File: config.mk
export PLATFORM = sky130hd
export DESIGN_NAME = rr_req_master
export DESIGN_NICKNAME = d
export VERILOG_FILES = /design/src/rtl/rr_pkg.sv /design/src/rtl/rr_req_chan.sv /design/src/rtl/rr_req_master.sv
export SDC_FILE = /design/constraint.sdc
export NUM_CORES = 1
export LEC_CHECK = 0
export CORE_AREA = 2 2 77 79
export CTS_CLUSTER_DIAMETER = 40
export DETAILED_ROUTE_END_ITERATION = 16
export DIE_AREA = 0 0 79 81
export DONT_BUFFER_PORTS = 1
export PLACE_DENSITY = 0.61
export SETUP_SLACK_MARGIN = 0.02
export SYNTH_ARGS = -nofsm -noshare
export SYNTH_HDL_FRONTEND = slang
export SYNTH_SLANG_ARGS = --single-unit
File: constraint.sdc
create_clock -name clk -period 4.5 [get_ports clk]
set_input_delay 0.225 -clock clk [delete_from_list [all_inputs] [get_ports clk]]
set_output_delay 0.225 -clock clk [all_outputs]
set_load 0.01 [all_outputs]
File: src/rtl/rr_pkg.sv
// rr_pkg: shared channel state, widths and grant helpers
// for the rr_req_master requester.
package rr_pkg;

   typedef enum logic [1:0] {
      ST_IDLE,
      ST_REQ,
      ST_BURST
   } chan_st_e;

   localparam int RR_N = 4;
   localparam int IDW  = $clog2(RR_N);

   function automatic logic onehot0(input logic [15:0] v);
      return (v & (v - 16'd1)) == 16'd0;
   endfunction

endpackage

File: src/rtl/rr_req_chan.sv
// rr_req_chan: one client channel's request FSM and burst
// beat counter.
module rr_req_chan
   import rr_pkg::*;
#(
   parameter int LENW = 4
) (
   input  logic            clk,
   input  logic            rst,
   input  logic            i_valid,
   input  logic            i_accept,
   input  logic            i_beat,
   input  logic [LENW-1:0] i_len,
   output logic            o_req,
   output logic            o_burst,
   output logic            o_last
);

   chan_st_e        r_st;
   chan_st_e        w_st_nx;
   logic [LENW-1:0] r_cnt;
   logic [LENW-1:0] w_cnt_nx;

   always_ff @(posedge clk) begin
      if (rst) begin
         r_st  <= ST_IDLE;
         r_cnt <= '0;
      end else begin
         r_st  <= w_st_nx;
         r_cnt <= w_cnt_nx;
      end
   end

   always_comb begin
      w_st_nx  = r_st;
      w_cnt_nx = r_cnt;
      case (r_st)
         ST_IDLE: begin
            if (i_valid) w_st_nx = ST_REQ;
         end
         ST_REQ: begin
            if (i_accept) begin
               w_st_nx  = ST_BURST;
               w_cnt_nx = i_len;
            end
         end
         ST_BURST: begin
            if (i_beat) begin
               if (r_cnt == '0) w_st_nx = ST_IDLE;
               else w_cnt_nx = r_cnt - LENW'(1);
            end
         end
         default: w_st_nx = ST_IDLE;
      endcase
   end

   // Request stays high through the burst as the bus lock.
   assign o_req   = (r_st != ST_IDLE);
   assign o_burst = (r_st == ST_BURST);
   assign o_last  = (r_cnt == '0);

endmodule

File: src/rtl/rr_req_master.sv
// rr_req_master: N-client burst requester for the round-robin
// arbiter. Define GNT_CHECK_EN to add the sticky gnt_err output.
module rr_req_master
   import rr_pkg::*;
#(
   parameter int N    = RR_N,
   parameter int W    = 32,
   parameter int LENW = 4
) (
   input  logic                 clk,
   input  logic                 rst,
   input  logic [N-1:0]         cli_valid,
   input  logic [N*W-1:0]       cli_data,
   input  logic [N*LENW-1:0]    cli_len,
   output logic [N-1:0]         cli_ready,
   output logic [N-1:0]         arb_req,
   input  logic [N-1:0]         arb_gnt,
   output logic                 bus_valid,
   output logic [W-1:0]         bus_data,
   output logic [$clog2(N)-1:0] bus_id,
   output logic                 bus_last,
   input  logic                 bus_ready,
   output logic                 busy
`ifdef GNT_CHECK_EN
   ,
   output logic                 gnt_err
`endif
);

   localparam int IW = $clog2(N);

   logic [N-1:0]  w_req;
   logic [N-1:0]  w_burst;
   logic [N-1:0]  w_last;
   logic [N-1:0]  w_accept;
   logic [N-1:0]  w_beat;
   logic [IW-1:0] w_gnt_idx;
   logic          w_gnt_any;
   logic          w_busy;
   logic [IW-1:0] r_owner;

   assign w_busy = |w_burst;
   assign w_beat = w_burst & cli_valid & {N{bus_ready}};

   // Only a requesting channel can take the bus, and only while
   // nobody holds it; lowest index wins a malformed grant.
   always_comb begin
      w_gnt_any = 1'b0;
      w_gnt_idx = '0;
      w_accept  = '0;
      for (int i = N - 1; i >= 0; i--) begin
         if (arb_gnt[i] && w_req[i] && !w_burst[i]) begin
            w_gnt_any = 1'b1;
            w_gnt_idx = IW'(i);
         end
      end
      if (w_gnt_any && !w_busy) w_accept[w_gnt_idx] = 1'b1;
   end

   always_ff @(posedge clk) begin
      if (rst) r_owner <= '0;
      else if (w_gnt_any && !w_busy) r_owner <= w_gnt_idx;
   end

   for (genvar i = 0; i < N; i++) begin : g_ch
      rr_req_chan #(.LENW(LENW)) u_ch (
         .clk      (clk),
         .rst      (rst),
         .i_valid  (cli_valid[i]),
         .i_accept (w_accept[i]),
         .i_beat   (w_beat[i]),
         .i_len    (cli_len[i*LENW +: LENW]),
         .o_req    (w_req[i]),
         .o_burst  (w_burst[i]),
         .o_last   (w_last[i])
      );
   end

   assign busy      = w_busy;
   assign arb_req   = w_req;
   assign cli_ready = w_burst & {N{bus_ready}};
   assign bus_valid = w_busy & cli_valid[r_owner];
   assign bus_data  = w_busy ? cli_data[r_owner*W +: W] : '0;
   assign bus_id    = w_busy ? r_owner : '0;
   assign bus_last  = w_busy & w_last[r_owner];

`ifdef GNT_CHECK_EN
   logic r_gnt_err;
   logic w_gnt_bad;

   assign w_gnt_bad = !onehot0(16'(arb_gnt)) || (|(arb_gnt & ~w_req));

   always_ff @(posedge clk) begin
      if (rst) r_gnt_err <= 1'b0;
      else if (w_gnt_bad) r_gnt_err <= 1'b1;
   end

`ifndef SYNTHESIS
   always_ff @(posedge clk) begin
      if (!rst && w_gnt_bad) $error("rr_req_master: bad arb_gnt %b", arb_gnt);
   end
`endif

   assign gnt_err = r_gnt_err;
`endif

endmodule

==> reports/metrics.cfg, run 1 <==
[placement]
globalplace.congestion = 0.843
post-dp-hpwl_um = 6950
place_ws_ns = 1.96
io_buffers = 0

[detailed_routing]
dr_wl_met3_um = 959
dr.max_layer_used = met5
routedWlPerCell_um = 24.0
routed_wl_um = 8480
drt_pass1_iterations = 4
num_vias = 2387
drtIter0Drc = 79
drcViolationCount = 0
antenna_left = 0
avgViaCountPerCell = 6.74
wl_met2_um = 4020
m1WireLength_um = 3310

[logic_synthesis]
synth_nets = 452
seq_area_frac_synth_pct = 19.6
synth_area_um2 = 2650
ys_ff_latch = 26
syn_inst = 293
yosysTopAreaCellShare_pct = 28.0
synth-edff-count = 0
synth_area_leaders = mux4_2 (28%), dfxtp_1 (20%), and2_1 (9.4%), a21oi_1 (4.7%), a211oi_1 (3.1%)
synth_top_cells_by_count = and2_1 (40), mux4_2 (33), dfxtp_1 (26)
postSynthAreaPerCell_um2 = 9.05
ys_async_sr_fraction_pct = 0
yosys.cell_count.top_type = and2_1
synth-main-ff-cell = dfxtp_1
synth.distinct_cells = 46
yosysTopAreaCell = mux4_2
yosysWarnings = 0

[timing]
whs_ns = 0.0108
max_freq_mhz = 392
rsz0062_at_grt = no
min_period_over_period_pct = 56.7
fin_skew_ns = 0.00430
worstMarginPinSlew_ns = 0.622
tns_ns = 0
setup_slack_ns = 1.95
relSlewSlack_pct = 58.2
setup_viol = 0
drv_slew = 0
period_minus_slack_ns = 2.55
final-hold-violation-count = 0

[worst_setup_path]
arrival_ns = 2.72
max_stage_delay_ns = 0.61
crit_buf_inv = 1
crit_family = compound AO/OA/AOI/OAI gates
cp_cell_sequence = nor2b_2, nor4_4, inv_4, o41a_1, o311a_1
crit_slowest_cell = nor4_4
worstPathRequired_ns = 4.66
cp_max_fo = 44
critPathCaptureType = flop
crit_type = flop to flop
worst_setup_path_start_kind = flop

[die]
die_y_um = 81
start_util_pct = 46.7
fp.dieW_um = 79
rows = 28
die-area_um2 = 6400
ioPinCount = 200
core_area_um2 = 5680

[finish]
final_nets = 437
area_delta_synth_final_pct = 2.59
drive_above_1_share_pct = 18.8

[global_route]
grtUsageTotal_pct = 25.2
grt_max_degree = 45
antenna_found_initial = 4
grt.overflow.total = 0
grt_pass1_vias = 2256
grt_pass1_wl_um = 12400

[clocking]
cts_sinks = 26
post_cts_buffers = 0
ctsHtreeMaxLevel = 1
cts_root_buf = clkbuf_8
cts_tree = built
clk_latency_ns = 0.27
cts_made_buffers = 3
cts_buffer_depth = 2
cts.clk_slew.worst_paths_ns = 0.09

[power_and_ir_drop]
combPwrFrac_pct = 41.6
p_switching_w = 0.000249
pwr_density_cell_nw_per_um2 = 257
finalPower_w = 0.000701
switching_share_pct = 35.6
p_int_w = 0.000451
vdd_drop_max_v = 0.000131
leakage_nw = 0.889
pwr-share-clk_pct = 19.0
sequentialPowerShare_pct = 39.4

[flow_run]
maxCapViolCount = 0

[status]
outcome = completed

[worst_hold_path]
hp-class = input port to flop

state kept, by name (all words and copies together) (netlist names):
signal,cells
g_ch.u_ch.r_cnt,16
r_owner,2
g_ch.u_ch.r_st,8
metal layers:
metal	vias up	track usage, %
li1	1074	-
met3	16	11.0
met1	1172	30.5
met4	4	7.41
met2	121	40.8
met5	-	0
path summary, 6_finish.rpt:
path	start	slack, ns	to	cells past startpoint
max	g_ch[2].u_ch.r_st[1]$_SDFFE_PP0P_	1.95	g_ch[2].u_ch.r_cnt[0]$_SDFFE_PP0P_	5
min reg2reg	g_ch[2].u_ch.r_cnt[1]$_SDFFE_PP0P_	0.48	g_ch[2].u_ch.r_cnt[1]$_SDFFE_PP0P_	2
min	rst	0.01	g_ch[3].u_ch.r_cnt[1]$_SDFFE_PP0P_	1
max reg2reg	g_ch[2].u_ch.r_st[1]$_SDFFE_PP0P_	1.95	g_ch[2].u_ch.r_cnt[0]$_SDFFE_PP0P_	5
stage by stage:
step / cell area, um^2 / util (%) / std cells
6_report: 2720 / 47.9 / 354
5_1_grt: 2720 / 47.9 / 352
3_3_place_gp: 2650 / 46.7 / 346
4_1_cts: 2690 / 47.5 / 349
2_1_floorplan: 2650 / - / 293
3_5_place_dp: 2650 / 46.7 / 346
logic make-up after synthesis:
group / share of synthesized area, %
AND/OR/NAND/NOR: 26.5
flip-flops: 19.6
buffers and inverters: 5.80
AO/OA/AOI/OAI: 17.8
adder cells (fa/ha/maj): 1.89
multiplexers: 28.4
power by group through the flow:
stage | Clock (W) | Sequential (W) | Combinational, W
2_1_floorplan | 0 | 0.000262 | 0.000274
3_3_place_gp | 0 | 0.000280 | 0.000289
3_5_place_dp | 0 | 0.000281 | 0.000292
4_1_cts | 0.000137 | 0.000276 | 0.000293
5_1_grt | 0.000147 | 0.000280 | 0.000322
6_report | 0.000133 | 0.000276 | 0.000292
worst reg2reg max path, stage by stage (launching register included):
cell and delay (ns):
dfxtp_1 0.36, nor2b_2 0.22, nor4_4 0.62, inv_4 0.30, o41a_1 0.60, o311a_1 0.36
cells in the final DEF (no fill, tap or decap), drive strengths merged, types with 3 or more instances in the layout:
| master | synthesis | layout |
|---|---|---|
| and2 | 40 | 40 |
| mux4 | 33 | 33 |
| dfxtp | 26 | 26 |
| a21oi | 25 | 25 |
| nor2 | 21 | 21 |
| nand2 | 19 | 19 |
| o21ai | 13 | 13 |
| a211oi | 11 | 11 |
| inv | 11 | 11 |
| nor3 | 8 | 8 |
| nor3b | 5 | 5 |
| or2 | 5 | 5 |
| nand2b | 4 | 4 |
| or3 | 4 | 4 |
| ha | 4 | 4 |
| o32ai | 4 | 4 |
| nor2b | 4 | 4 |
| diode | 0 | 3 |
| or3b | 3 | 3 |
| nand3 | 3 | 3 |
| clkbuf | 11 | 3 |
| nor4 | 3 | 3 |
area by class of cell:
type / instances / area (um^2)
timing repair buffer: 4 / 35.0
clock buffer: 3 / 41.3
antenna: 3 / 7.51
fill: 567 / 2950
inverter: 11 / 43.8
sequential: 26 / 522
tap: 75 / 93.8
multi-input combinational: 232 / 1980
timing repair:
action | in CTS | in global routing
hold buffers | 0 | 2
hold endpoints to repair | 0 | 1
gates resized for setup | 0 | 0
No activity file was read; power rests on OpenSTA's default activity.
==> inputs of run 2 (changes only) <==
--- a/config.mk
+++ b/config.mk
@@ -5,12 +5,13 @@
 export SDC_FILE = /design/constraint.sdc
 export NUM_CORES = 1
 export LEC_CHECK = 0
-export CORE_AREA = 2 2 77 79
+export ABC_AREA = 1
+export CORE_ASPECT_RATIO = 0.7
+export CORE_UTILIZATION = 55
 export CTS_CLUSTER_DIAMETER = 40
 export DETAILED_ROUTE_END_ITERATION = 16
-export DIE_AREA = 0 0 79 81
 export DONT_BUFFER_PORTS = 1
-export PLACE_DENSITY = 0.61
+export PLACE_DENSITY = 0.71
 export SETUP_SLACK_MARGIN = 0.02
 export SYNTH_ARGS = -nofsm -noshare
 export SYNTH_HDL_FRONTEND = slang
==> constraint.sdc (replaced) <==
create_clock -name clk -period 2.28 [get_ports clk]
set_input_delay 0.114 -clock clk [delete_from_list [all_inputs] [get_ports clk]]
set_output_delay 0.114 -clock clk [all_outputs]
set_load 0.01 [all_outputs]
==> run 2 against run 1 <==
  * Total power grew to 4.7 times the previous value
  * First-iteration DRC count grew to 2.8 times the previous value
  * Final area is 10% higher
  * Via count increased by 42%
  * Global-route usage increased by 4.6 points
  * Hold slack gained 0.032 ns
  * Die area shrank 11%
  * Setup slack got worse by 1.6 ns
  * Clock-buffer cell count is 1 higher
  * Non-clock buffer count increased by 5
  * Largest cell class unchanged
  * Combinational power rose to 7.9 times the previous value
  * Critical path depth up 3
==> reports/metrics.cfg, run 2 <==
[status]
outcome = completed

[detailed_routing]
antenna_left = 0
routed_wl_um = 8690
avgViaCountPerCell = 5.71
drt_pass1_iterations = 4
routedWlPerCell_um = 14.6
drcViolationCount = 0
num_vias = 3388
drtIter0Drc = 221

[clocking]
cts_made_buffers = 3
clk_latency_ns = 0.28
cts.clk_slew.worst_paths_ns = 0.10
cts_sinks = 26
cts_root_buf = clkbuf_8
cts_buffer_depth = 2
cts_tree = built
post_cts_buffers = 0
ctsHtreeMaxLevel = 1

[worst_setup_path]
worst_setup_path_start_kind = flop
crit_type = flop to output port
crit_slowest_cell = dfxtp_1
cp_max_fo = 34
max_stage_delay_ns = 0.34
cp_cell_sequence = inv_2, nand2_2, nand2_2, nor2_4, clkinv_1, buf_4, nand2_1, inv_1
ff2ff_setup_slack_ns = 0.53
critPathCaptureType = output port
crit_path_frequent_cell = nand2_2
r2r_end = g_ch[1].u_ch.r_cnt[0]$_SDFFE_PP0P_
r2r-start = g_ch[2].u_ch.r_st[0]$_SDFFE_PP0P_
worstPathRequired_ns = 2.17
crit_start = g_ch[2].u_ch.r_st[0]$_SDFFE_PP0P_
r2r_cells = 9
arrival_ns = 1.87

[timing]
worstMarginPinSlew_ns = 0.541
rsz0062_at_grt = no
relSlewSlack_pct = 63.5
period_minus_slack_ns = 1.98
min_period_over_period_pct = 86.8
whs_ns = 0.0423
max_freq_mhz = 505
fin_skew_ns = 0.00861
drv_slew = 0
final-hold-violation-count = 0
tns_ns = 0
setup_slack_ns = 0.300
setup_viol = 0

[global_route]
antenna_found_initial = 0
grtUsageTotal_pct = 29.8
grt.overflow.total = 0
grt_pass1_wl_um = 13300
grt_max_degree = 65
grt_pass1_vias = 2940

[logic_synthesis]
synth-main-ff-cell = dfxtp_1
yosysTopAreaCell = dfxtp_1
synth_nets = 706
seq_area_frac_synth_pct = 17.6
yosys.cell_count.top_type = nor2_1
syn_inst = 547
yosysTopAreaCellShare_pct = 17.6
synth_top_cells_by_count = nor2_1 (111), nand2_1 (94), o21ai_0 (85)
synth_area_leaders = dfxtp_1 (18%), o21ai_0 (14%), nor2_1 (14%), nand2_1 (12%), inv_1 (9.0%)
synth_area_um2 = 2950
postSynthAreaPerCell_um2 = 5.39
synth-edff-count = 0
yosysWarnings = 0
ys_ff_latch = 26
synth.distinct_cells = 32
ys_async_sr_fraction_pct = 0

[die]
rows = 21
die_y_um = 63.3
ioPinCount = 200
die-area_um2 = 5660
fp.dieW_um = 89.5
core_area_um2 = 4970
start_util_pct = 59.4

[power_and_ir_drop]
p_switching_w = 0.00184
pwr-share-clk_pct = 9.4
pwr_density_cell_nw_per_um2 = 1100
p_int_w = 0.00145
leakage_nw = 1.58
vdd_drop_max_v = 0.000391
sequentialPowerShare_pct = 20.5
switching_share_pct = 55.8
combPwrFrac_pct = 70.1

[worst_hold_path]
whs_endpoint = g_ch[1].u_ch.r_st[0]$_SDFFE_PP0P_
worst_hold_path.num_cells = 2
hp-class = input port to flop
worstHoldStart = cli_valid[1]

[flow_run]
maxCapViolCount = 0

[finish]
fin_area_um2 = 3000
fin_util_pct = 60.4
largest-register = g_ch.u_ch.r_cnt
largest_reg_flops = 16
layout_common_cells = nor2_1 (111), nand2_1 (94), o21ai_0 (85)
antenna_cells = 0
final_nets = 684
final_common_cell = nor2_1
reg_top3 = g_ch.u_ch.r_cnt: 16 flops, g_ch.u_ch.r_st: 8 flops, r_owner: 2 flops
drive_above_1_share_pct = 8.02
area_delta_synth_final_pct = 1.74

[placement]
post-dp-hpwl_um = 6810
io_buffers = 0
place_ws_ns = 0.571
placed_cell_area_um2 = 2940
globalplace.congestion = 0.876

-- run 2: cell count changes after synthesis, sizes merged, moves of 11 or more --
cell	previous run	this run
o21ai	13	87
nor2	21	115
a211oi	11	0
mux4	33	0
clkbuf	11	22
nand3	3	20
o22ai	0	32
inv	11	77
and2	40	0
nand2	19	105
-- run 2: metal layers --
layer  track usage, %  vias up  wire (um)
li1                 -     1712          -
met1             37.1     1499       3680
met2             51.7      165       4240
met3             5.64       12        605
met4             8.13        0        161
met5                0        -          0
-- run 2: kinds of logic (layout without fill, tap and decap cells) --
family	after synthesis	count (layout)	share of synthesized area, %
AND/OR/NAND/NOR	248	248	35.6
AO/OA/AOI/OAI	149	149	27.5
buffers and inverters	115	92	16.0
flip-flops	26	26	17.6
adder cells (fa/ha/maj)	4	4	1.70
XOR/XNOR	4	4	1.19
multiplexers	1	1	0.339
-- run 2: power groups by stage --
stage | clock network, W | logic [W] | registers, W
detailed placement | 0 | 0.00228 | 0.000682
global route | 0.000331 | 0.00264 | 0.000690
finish | 0.000309 | 0.00231 | 0.000675
floorplan | 0 | 0.00196 | 0.000655
CTS | 0.000315 | 0.00230 | 0.000671
global placement | 0 | 0.00223 | 0.000681
-- run 2: worst max-delay path by stage --
stage                                         end  slack, ns  cells after the start
2_1_floorplan  g_ch[1].u_ch.r_cnt[0]$_SDFFE_PP0P_       0.89                     10
3_3_place_gp   g_ch[3].u_ch.r_cnt[2]$_SDFFE_PP0P_       0.64                     11
3_5_place_dp   g_ch[2].u_ch.r_cnt[2]$_SDFFE_PP0P_       0.57                     11
4_1_cts                              bus_data[24]       0.32                      8
5_1_grt                              bus_data[24]       0.18                      8
6_report                             bus_data[24]       0.30                      8
-- run 2: through the flow --
step	instances	total power (W)
after floorplan	547	0.00262
after global placement	588	0.00291
after detailed placement	588	0.00297
after CTS	593	0.00329
after global routing	593	0.00366
final	593	0.00329
-- run 2: cell type report --
class                           count  area (um^2)
Clock buffer                        4         55.1
Fill cell                         528         1970
Inverter                           79          297
Multi-Input combinational cell    406         1960
Sequential cell                    26          522
Tap cell                           69         86.3
Timing Repair Buffer                9         82.6
-- run 2: critical path: cells and delay by family (launching register included) --
kind / cells / cell delay [ns]
buffers and inverters: 4 / 0.49
DFF: 1 / 0.34
and+or+nand+nor: 4 / 0.73
-- run 2: repair_timing --
item | in CTS | in global routing
resized for setup | 0 | 0
hold buffers | 1 | 0
endpoints found under the hold margin | 10 | 0
==> inputs of run 3 (changes only) <==
--- a/config.mk
+++ b/config.mk
@@ -11,8 +11,9 @@
 export CTS_CLUSTER_DIAMETER = 40
 export DETAILED_ROUTE_END_ITERATION = 16
 export DONT_BUFFER_PORTS = 1
-export PLACE_DENSITY = 0.71
+export PLACE_DENSITY = 0.79
 export SETUP_SLACK_MARGIN = 0.02
 export SYNTH_ARGS = -nofsm -noshare
 export SYNTH_HDL_FRONTEND = slang
 export SYNTH_SLANG_ARGS = --single-unit
+export TNS_END_PERCENT = 20
==> run 3 against run 2 <==
  * Sequential power fell by 0.6%
  * Via count grew 2.2%
  * Critical path depth stayed put
  * Setup slack got worse by 0.063 ns
  * Total power grew 0.27%
  * Largest power group unchanged
  * Highest routed layer unchanged
==> reports/metrics.cfg, run 3 (synthesized netlist as in run 2, its figures left out) <==
[timing]
final-hold-violation-count = 0
setup_viol = 0
rsz0062_at_grt = no
relSlewSlack_pct = 60.3
fin_skew_ns = 0.00680
tns_ns = 0
period_minus_slack_ns = 2.04
max_freq_mhz = 489
drv_slew = 0
whs_ns = 0.0389
worstMarginPinSlew_ns = 0.595
min_period_over_period_pct = 89.6
setup_slack_ns = 0.237

[die]
rows = 21
start_util_pct = 59.4
die-area_um2 = 5660
core_area_um2 = 4970
fp.dieW_um = 89.5
die_y_um = 63.3
ioPinCount = 200

[finish]
instances_no_fill = 591
final_common_cell = nor2_1
fin_util_pct = 60.4
final_nets = 682
layout_common_cells = nor2_1 (111), nand2_1 (94), o21ai_0 (85)
area_delta_synth_final_pct = 1.65
largest_reg_flops = 16
reg_top3 = g_ch.u_ch.r_cnt: 16 flops, g_ch.u_ch.r_st: 8 flops, r_owner: 2 flops
drive_above_1_share_pct = 7.66
antenna_cells = 0
largest-register = g_ch.u_ch.r_cnt

[global_route]
grt_max_degree = 69
grt_pass1_wl_um = 13300
grt_pass1_vias = 3106
antenna_found_initial = 0
grt.overflow.total = 0
grtUsageTotal_pct = 29.4

[worst_setup_path]
r2r_cells = 11
worst_setup_path_start_kind = flop
ff2ff_setup_slack_ns = 0.46
arrival_ns = 1.93
critPathCaptureType = output port
cp_cell_sequence = inv_2, nand2_2, nand2_2, nor2_4, clkinv_1, buf_12, nand2_1, inv_1
crit_path_frequent_cell = nand2_2
crit_slowest_cell = dfxtp_1
r2r-start = g_ch[3].u_ch.r_st[0]$_SDFFE_PP0P_
worstPathRequired_ns = 2.17
max_stage_delay_ns = 0.34
r2r_end = g_ch[3].u_ch.r_cnt[1]$_SDFFE_PP0P_
crit_buf_inv = 4
crit_type = flop to output port
crit_family = simple AND/OR/NAND/NOR gates
crit_start = g_ch[3].u_ch.r_st[0]$_SDFFE_PP0P_
cp_max_fo = 29

[placement]
place_ws_ns = 0.513
globalplace.congestion = 0.885
placed_cells = 586
io_buffers = 0
post-dp-hpwl_um = 6690

[detailed_routing]
num_vias = 3461
dr.max_layer_used = met4
drcViolationCount = 0
routed_wl_um = 8650
m1WireLength_um = 3570
drt_pass1_iterations = 4
routedWlPerCell_um = 14.6
antenna_left = 0
wl_met2_um = 4010
avgViaCountPerCell = 5.86
dr_wl_met3_um = 947
drtIter0Drc = 176

[clocking]
cts_buffer_depth = 2
cts_sinks = 26
cts_hold_buf = 1
cts_root_buf = clkbuf_8
cts_tree = built
cts_resized = 0
ctsHtreeMaxLevel = 1
post_cts_buffers = 0
clk_latency_ns = 0.28
cts_made_buffers = 3
cts.clk_slew.worst_paths_ns = 0.09

[worst_hold_path]
whs_endpoint = g_ch[1].u_ch.r_st[0]$_SDFFE_PP0P_
worstHoldStart = cli_valid[1]
worst_hold_path.num_cells = 2
hp-class = input port to flop

[power_and_ir_drop]
vdd_drop_max_v = 0.000444
pwr_density_cell_nw_per_um2 = 1100
leakage_nw = 1.57

[flow_run]
maxCapViolCount = 0

[status]
outcome = completed

==> run 3: stage by stage <==
| stage | instance area (um^2) | total power, W |
|---|---|---|
| finish | 3000 | 0.00330 |
| global route | 3000 | 0.00367 |
| CTS | 3000 | 0.00328 |
| detailed placement | 2930 | 0.00296 |
| global placement | 2930 | 0.00290 |
| floorplan | 2950 | 0.00262 |
==> run 3: how the worst max path moves through the flow <==
| stage | endpoint | cells past startpoint |
|---|---|---|
| 6_report | bus_data[30] | 8 |
| 3_3_place_gp | g_ch[3].u_ch.r_cnt[1]$_SDFFE_PP0P_ | 11 |
| 5_1_grt | bus_data[30] | 8 |
| 2_1_floorplan | g_ch[1].u_ch.r_cnt[0]$_SDFFE_PP0P_ | 10 |
| 4_1_cts | bus_data[25] | 8 |
| 3_5_place_dp | g_ch[3].u_ch.r_cnt[1]$_SDFFE_PP0P_ | 11 |
==> run 3: worst reg2reg max path: stages (launching register included) <==
cell	delay [ns]
dfxtp_1	0.34
inv_2	0.06
nand2_2	0.20
nand2_2	0.11
nor2_4	0.27
nand2_2	0.12
nor2_4	0.13
nand3_2	0.13
nand2_2	0.12
inv_1	0.06
nor2_1	0.11
nor2_1	0.06
==> run 3: power by group <==
part | internal (W) | total, W | leakage (nW) | switching (W)
combinational | 0.000737 | 0.00232 | 1.33 | 0.00159
clock | 0.000155 | 0.000307 | 0.0288 | 0.000152
sequential | 0.000572 | 0.000671 | 0.213 | 0.0000995
total | 0.00146 | 0.00330 | 1.57 | 0.00184
==> run 3: layer usage <==
metal / global-route usage [%] / vias up
met5: 0 / -
met4: 9.52 / 0
met3: 9.04 / 18
met2: 48.8 / 191
met1: 35.9 / 1545
li1: - / 1707
==> run 3: final cells by class <==
type	instances	area [um^2]
fillers	498	1970
inverters	79	297
repair buffers	7	80.1
multi-input cells	406	1960
clock buffers	4	55.1
well taps	69	86.3
flip-flops and latches	26	522
